==> src/rtl/dsp_pkg.sv <==
// Shared definitions for the down-sample processor and its readout logic.
// No logic here: types and constants only.
// Not applicable: no handshake.
package dsp_pkg;

  // UART 8N1 frame: start bit, eight data bits LSB first, one stop bit.
  localparam int   UART_FRAME_BITS = 10;
  localparam logic UART_START      = 1'b0;
  localparam logic UART_STOP       = 1'b1;

  // Data RAM geometry as seen on its single port.
  localparam int DMEM_AW = 16;
  localparam int DMEM_DW = 8;

  // Dump sequencer states.
  typedef enum logic [2:0] {
    ST_IDLE,
    ST_ADDR,
    ST_CAPT,
    ST_TXBIT,
    ST_NEXT
  } dump_state_t;

endpackage

==> src/rtl/uart_tx_core.sv <==
// 8N1 UART serialiser: baud counter, bit counter and frame shift register.
// Latency: start bit on txd the cycle after load; frame lasts 10*BAUD_DIV cycles.
// Backpressure: tx_busy high while a frame is on the line; load is ignored-safe only when idle.
module uart_tx_core
  import dsp_pkg::*;
#(
  parameter int unsigned BAUD_DIV = 434
) (
  input  logic               clk,
  input  logic               rst_n,
  input  logic               load,
  input  logic [DMEM_DW-1:0] byte_in,
  output logic               tx_busy,
  output logic               txd
);

  localparam logic [15:0] BAUD_LAST = 16'(BAUD_DIV - 1);
  localparam logic [3:0]  BIT_LAST  = 4'(UART_FRAME_BITS - 1);

  logic [UART_FRAME_BITS-1:0] shreg_q, shreg_d;
  logic [15:0]                baud_q, baud_d;
  logic [3:0]                 bit_q, bit_d;
  logic                       active_q, active_d;
  logic                       txd_q, txd_d;
  logic                       baud_tick;
  logic                       frame_end;

  assign baud_tick = active_q && (baud_q == BAUD_LAST);
  assign frame_end = baud_tick && (bit_q == BIT_LAST);
  // Busy drops during the final cycle of the stop bit so the sequencer can
  // step on the same edge that ends the frame, keeping every bit full width.
  assign tx_busy   = active_q && !frame_end;
  assign txd       = txd_q;

  // Next-state: load a fresh frame, or count baud ticks and shift out bits.
  always_comb begin
    shreg_d  = shreg_q;
    baud_d   = baud_q;
    bit_d    = bit_q;
    active_d = active_q;
    if (load) begin
      shreg_d  = {UART_STOP, byte_in, UART_START};
      baud_d   = '0;
      bit_d    = '0;
      active_d = 1'b1;
    end else if (active_q) begin
      if (baud_tick) begin
        baud_d  = '0;
        shreg_d = {UART_STOP, shreg_q[UART_FRAME_BITS-1:1]};
        bit_d   = bit_q + 4'd1;
        if (frame_end) begin
          active_d = 1'b0;
        end
      end else begin
        baud_d = baud_q + 16'd1;
      end
    end
    // Line idles high; otherwise it follows the bit about to be on the wire.
    txd_d = active_d ? shreg_d[0] : UART_STOP;
  end

  // State registers; txd is registered so the line never glitches.
  always_ff @(posedge clk or negedge rst_n) begin
    if (!rst_n) begin
      shreg_q  <= '0;
      baud_q   <= '0;
      bit_q    <= '0;
      active_q <= 1'b0;
      txd_q    <= 1'b1;
    end else begin
      shreg_q  <= shreg_d;
      baud_q   <= baud_d;
      bit_q    <= bit_d;
      active_q <= active_d;
      txd_q    <= txd_d;
    end
  end

endmodule

==> src/rtl/ram_dump_uart.sv <==
// Dumps DUMP_LEN data-RAM bytes from DUMP_BASE out of a UART on a start edge.
// Latency: busy the cycle after the edge; start bit 2 cycles after; 10*BAUD_DIV+3 cycles per byte.
// Backpressure: none upstream; start edges while busy are dropped, not queued.
module ram_dump_uart
  import dsp_pkg::*;
#(
  parameter int unsigned        BAUD_DIV  = 434,
  parameter logic [DMEM_AW-1:0] DUMP_BASE = 16'h0000,
  parameter logic [DMEM_AW-1:0] DUMP_LEN  = 16'h4000
) (
  input  logic               clk,
  input  logic               rst_n,
  input  logic               start,
  output logic               mem_en,
  output logic [DMEM_AW-1:0] mem_addr,
  input  logic [DMEM_DW-1:0] mem_rdata,
  output logic               txd,
  output logic               busy,
  output logic               done
);

  dump_state_t        state_q, state_d;
  logic [DMEM_AW-1:0] addr_q, addr_d;
  logic [DMEM_AW-1:0] remain_q, remain_d;
  logic               done_q, done_d;
  logic               start_q;
  logic               armed_q;
  logic               launch;
  logic               load;
  logic               tx_busy;

  // armed_q keeps a start level held through reset release from reading as an edge.
  assign launch   = armed_q && start && !start_q;
  assign busy     = (state_q != ST_IDLE);
  assign mem_en   = busy;
  assign mem_addr = addr_q;
  assign done     = done_q;

  uart_tx_core #(
    .BAUD_DIV(BAUD_DIV)
  ) u_tx (
    .clk    (clk),
    .rst_n  (rst_n),
    .load   (load),
    .byte_in(mem_rdata),
    .tx_busy(tx_busy),
    .txd    (txd)
  );

  // Sequencer: address a byte, capture it into the UART, wait, advance.
  always_comb begin
    state_d  = state_q;
    addr_d   = addr_q;
    remain_d = remain_q;
    done_d   = 1'b0;
    load     = 1'b0;
    case (state_q)
      ST_IDLE: begin
        if (launch) begin
          addr_d   = DUMP_BASE;
          remain_d = DUMP_LEN;
          if (DUMP_LEN == '0) begin
            done_d = 1'b1;
          end else begin
            state_d = ST_ADDR;
          end
        end
      end
      ST_ADDR:  state_d = ST_CAPT;
      ST_CAPT: begin
        // RAM data for addr_q is valid now, one cycle after ADDR.
        load    = 1'b1;
        state_d = ST_TXBIT;
      end
      ST_TXBIT: begin
        if (!tx_busy) begin
          state_d = ST_NEXT;
        end
      end
      ST_NEXT: begin
        addr_d   = addr_q + 16'd1;
        remain_d = remain_q - 16'd1;
        if (remain_q == 16'd1) begin
          done_d  = 1'b1;
          state_d = ST_IDLE;
        end else begin
          state_d = ST_ADDR;
        end
      end
      default:  state_d = ST_IDLE;
    endcase
  end

  // Sequencer registers plus the start edge detector.
  always_ff @(posedge clk or negedge rst_n) begin
    if (!rst_n) begin
      state_q  <= ST_IDLE;
      addr_q   <= '0;
      remain_q <= '0;
      done_q   <= 1'b0;
      start_q  <= 1'b0;
      armed_q  <= 1'b0;
    end else begin
      state_q  <= state_d;
      addr_q   <= addr_d;
      remain_q <= remain_d;
      done_q   <= done_d;
      start_q  <= start;
      armed_q  <= 1'b1;
    end
  end

endmodule

==> config.mk <==
export PLATFORM = sky130hd
export DESIGN_NAME = ram_dump_uart
export DESIGN_NICKNAME = d
export VERILOG_FILES = /design/src/rtl/dsp_pkg.sv /design/src/rtl/uart_tx_core.sv /design/src/rtl/ram_dump_uart.sv
export SDC_FILE = /design/constraint.sdc
export NUM_CORES = 1
export LEC_CHECK = 0
export ABC_CLOCK_PERIOD_IN_PS = 3100
export BUFFER_PORTS_ARGS = -buffer_cell sky130_fd_sc_hd__buf_4
export CORE_UTILIZATION = 60
export CTS_CLUSTER_SIZE = 10
export DETAILED_ROUTE_END_ITERATION = 6
export GPL_ROUTABILITY_DRIVEN = 1
export PLACE_DENSITY_LB_ADDON = 0.1
export SYNTH_ARGS = -nofsm -noshare
export SYNTH_HDL_FRONTEND = slang
export SYNTH_SLANG_ARGS = --single-unit
==> constraint.sdc <==
create_clock -name clk -period 3.1 [get_ports clk]
set_input_delay 0.465 -clock clk [delete_from_list [all_inputs] [get_ports clk]]
set_output_delay 0.465 -clock clk [all_outputs]
set_load 0.05 [all_outputs]
==> impl_metrics.py <==
metrics = {
    "status": {
        "outcome": "completed",
    },
    "timing": {
        "min_period_ns": 2.215,
        "slew_headroom": 0.4330,
        "tightest_slew_ns": 0.8505,
        "fin_setup_tns_ns": 0,
        "clock_skew_ns": 0.008716,
        "period_share": 0.7144,
        "fmax_mhz": 451.6,
        "rsz0062_at_grt": "false",
        "setup_viol": 0,
        "drv_slew": 0,
        "hold_violations": 0,
    },
    "clock_tree": {
        "cts.reportedPaths.clkPinSlew_ns": 0.07,
        "cts_buffer_depth": 2,
        "hold_buffers": 0,
        "htreeDepth": 3,
        "root_buffer": "clkbuf_8",
        "cts_buffers": 9,
        "cts_resized": 0,
        "post_cts_buffers": 0,
        "clk_latency_ns": 0.34,
        "cts_tree": "done",
        "clock-sinks": 70,
    },
    "cells_and_area": {
        "layout-drive-gt1-share": 0.1563,
        "area_growth_syn_to_layout_pct": 13.41,
        "post-route-util": 0.7118,
        "diodes": 0,
        "nets": 397,
    },
    "synthesis": {
        "synth.cell_area_mm2": 0.003498,
        "synth_edf_count": 0,
        "async_flop_share": 1.000,
        "synth_top_area_frac": 0.4936,
        "ys_ff_latch": 70,
        "ys.flop_type": "dfrtp_1",
        "synth_nets": 369,
        "syn_inst": 351,
        "avgSynthCellArea_um2": 9.967,
        "synth_cell_types": 49,
        "ys_seq_area_frac": 0.5011,
        "yosys_warnings": 0,
        "synth_area_leaders": "dfrtp_1, mux2i_1, o21ai_0",
        "yosysTopAreaCell": "dfrtp_1",
    },
    "detailed_routing": {
        "firstDrtPassIters": 4,
        "drc_errors": 0,
        "first_iter_violations": 186,
        "drt-total-wl_um": 6921,
        "num_vias": 2747,
        "vias_per_cell": 6.024,
        "wl_per_cell_um": 15.18,
        "ant_nets": 0,
    },
    "flow_run": {
        "maxCapViolCount": 0,
    },
    "worst_setup_path": {
        "r2r_start": "u_tx.active_q",
        "start_kind": "flip-flop",
        "critPathCaptureType": "flip-flop",
        "worst_ep_required_time_ns": 3.33,
        "path_class": "flip-flop to flip-flop",
        "worstPathArrival_ns": 2.45,
        "setup.worst_path.start": "u_tx.active_q",
        "cp_max_fo": 19,
    },
    "power": {
        "ir_worst_vdd_mv": 0.3224,
        "leakagePower_nw": 1.709,
        "power_density_mw_per_mm2": 413.4,
    },
    "global_routing": {
        "grt_pass1_wl_um": 11810,
        "grt_usage": 0.2452,
        "grt_max_degree": 71,
        "grt_overflow": 0,
        "antenna_found_initial": 0,
        "grt_pass1_vias": 2541,
    },
    "place": {
        "place_congestion": 0.8295,
        "numPortBuffers": 30,
        "post-dp-hpwl_um": 4557,
    },
    "die": {
        "die_h_um": 78.36,
        "fp-row-count": 27,
        "initial_core_util": 0.6276,
        "dieArea_mm2": 0.006140,
        "core_mm2": 0.005574,
        "die_w_um": 78.36,
        "boundaryPins": 31,
    },
    "hold_path": {
        "hp-class": "input port to async pin",
    },
}
-- placed cells by master, fill, tap and decap left out, types with 5 or more instances in the layout --
master and count:
nand2_1 36, ha_1 7, inv_1 7, nand4_1 11, clkbuf_8 12, nor2_1 13
mux2i_1 19, nand2b_1 5, nand3_1 18, o21ai_0 33, o211ai_1 8, dfrtp_1 69
nor4_1 6, and3_1 6, or3_1 9, and4_1 10, a21oi_1 16, xor2_1 7
buf_4 34
-- cells in the mapped netlist (3+ instances only) --
| master | count |
|---|---|
| nand2b_1 | 5 |
| nor4_1 | 6 |
| nand2_1 | 36 |
| a31oi_1 | 4 |
| o41ai_1 | 3 |
| clkbuf_1 | 14 |
| inv_1 | 7 |
| or2_2 | 3 |
| nand3b_1 | 4 |
| nor3_1 | 4 |
| o31ai_1 | 4 |
| o21a_1 | 3 |
| nand3_1 | 18 |
| o21ai_0 | 33 |
| and4_1 | 10 |
| nand4_1 | 11 |
| dfrtp_1 | 69 |
| xor2_1 | 7 |
| a21oi_1 | 16 |
| mux2i_1 | 19 |
| and3_1 | 6 |
| o311ai_0 | 3 |
| o211ai_1 | 8 |
| nor2_1 | 13 |
| ha_1 | 7 |
| or3_1 | 9 |
| nor4bb_1 | 3 |
-- area by class of cell --
type | count | area [µm²]
clock inverters | 3 | 17.52
repair buffers | 34 | 255.2
clock buffers | 13 | 168.9
well taps | 72 | 90.09
fillers | 433 | 1607
inverters | 7 | 26.28
flip-flops and latches | 70 | 1753
multi-input cells | 257 | 1657
-- report_power, final --
group	internal [mW]	switching [mW]	leakage (nW)
clock network	0.354	0.331	0.0954
logic	0.0116	0.0214	0.832
registers	0.919	0.00315	0.782
total	1.28	0.355	1.71
-- cell families (layout without fill, tap and decap cells) --
group | Yosys count | in the layout | synth area share
flip-flops | 70 | 70 | 0.5011
AO/OA/AOI/OAI | 81 | 81 | 0.1402
other | 1 | 1 | 0.001072
adder cells (fa/ha/maj) | 7 | 7 | 0.02503
multiplexers | 19 | 19 | 0.05436
XOR/XNOR | 8 | 8 | 0.02003
buffers and inverters | 24 | 57 | 0.02683
AND/OR/NAND/NOR | 141 | 141 | 0.2314
-- metrics by stage --
stage	hold WS (ns)	instances	worst slack, ns	instance area [µm²]	power, mW
finish	0.2301	456	0.8855	3968	1.640
global placement	0.4639	440	0.9399	3781	0.9742
detailed placement	0.4567	440	0.8785	3781	0.9750
floorplan	0.1694	351	1.013	3498	0.9456
global route	0.2226	456	0.6546	3968	1.703
CTS	0.2238	456	0.8652	3968	1.661
-- flip-flops by register name, summed over array words and instances, names as in the netlist --
register and cells:
done 1, u_tx.txd 1, u_tx.bit_q 4, remain_q 16
armed_q 1, mem_addr 16, start_q 1, u_tx.baud_q 16
state_q 3, u_tx.active_q 1, u_tx.shreg_q 10
-- worst max-delay path, cell delays in order, from the launching register on --
cell	delay, ns
dfrtp_1	0.65
nor4bb_1	0.35
nand4_1	0.40
nand2_1	0.49
o21ba_2	0.22
-- routing by layer --
layer	part of all wire	wire, µm	up-vias	GRT usage
met5	0	0	-	0
met4	0.0074	51	0	0.05556
met3	0.046	318	6	0.06860
met2	0.46	3201	70	0.3895
met1	0.48	3349	1317	0.3357
li1	-	-	1354	-
-- worst paths after layout --
path	cells past startpoint	to	slack, ns
setup / recovery	4	u_tx.baud_q[8]	0.89
hold / removal	1	u_tx.baud_q[6]	0.23
setup reg to reg	4	u_tx.baud_q[8]	0.89
hold reg to reg	1	u_tx.shreg_q[9]	0.48
max in group asynchronous	1	remain_q[12]	2.31
min in group clk	1	start_q	0.24
Power figures use the tool's default switching activity.
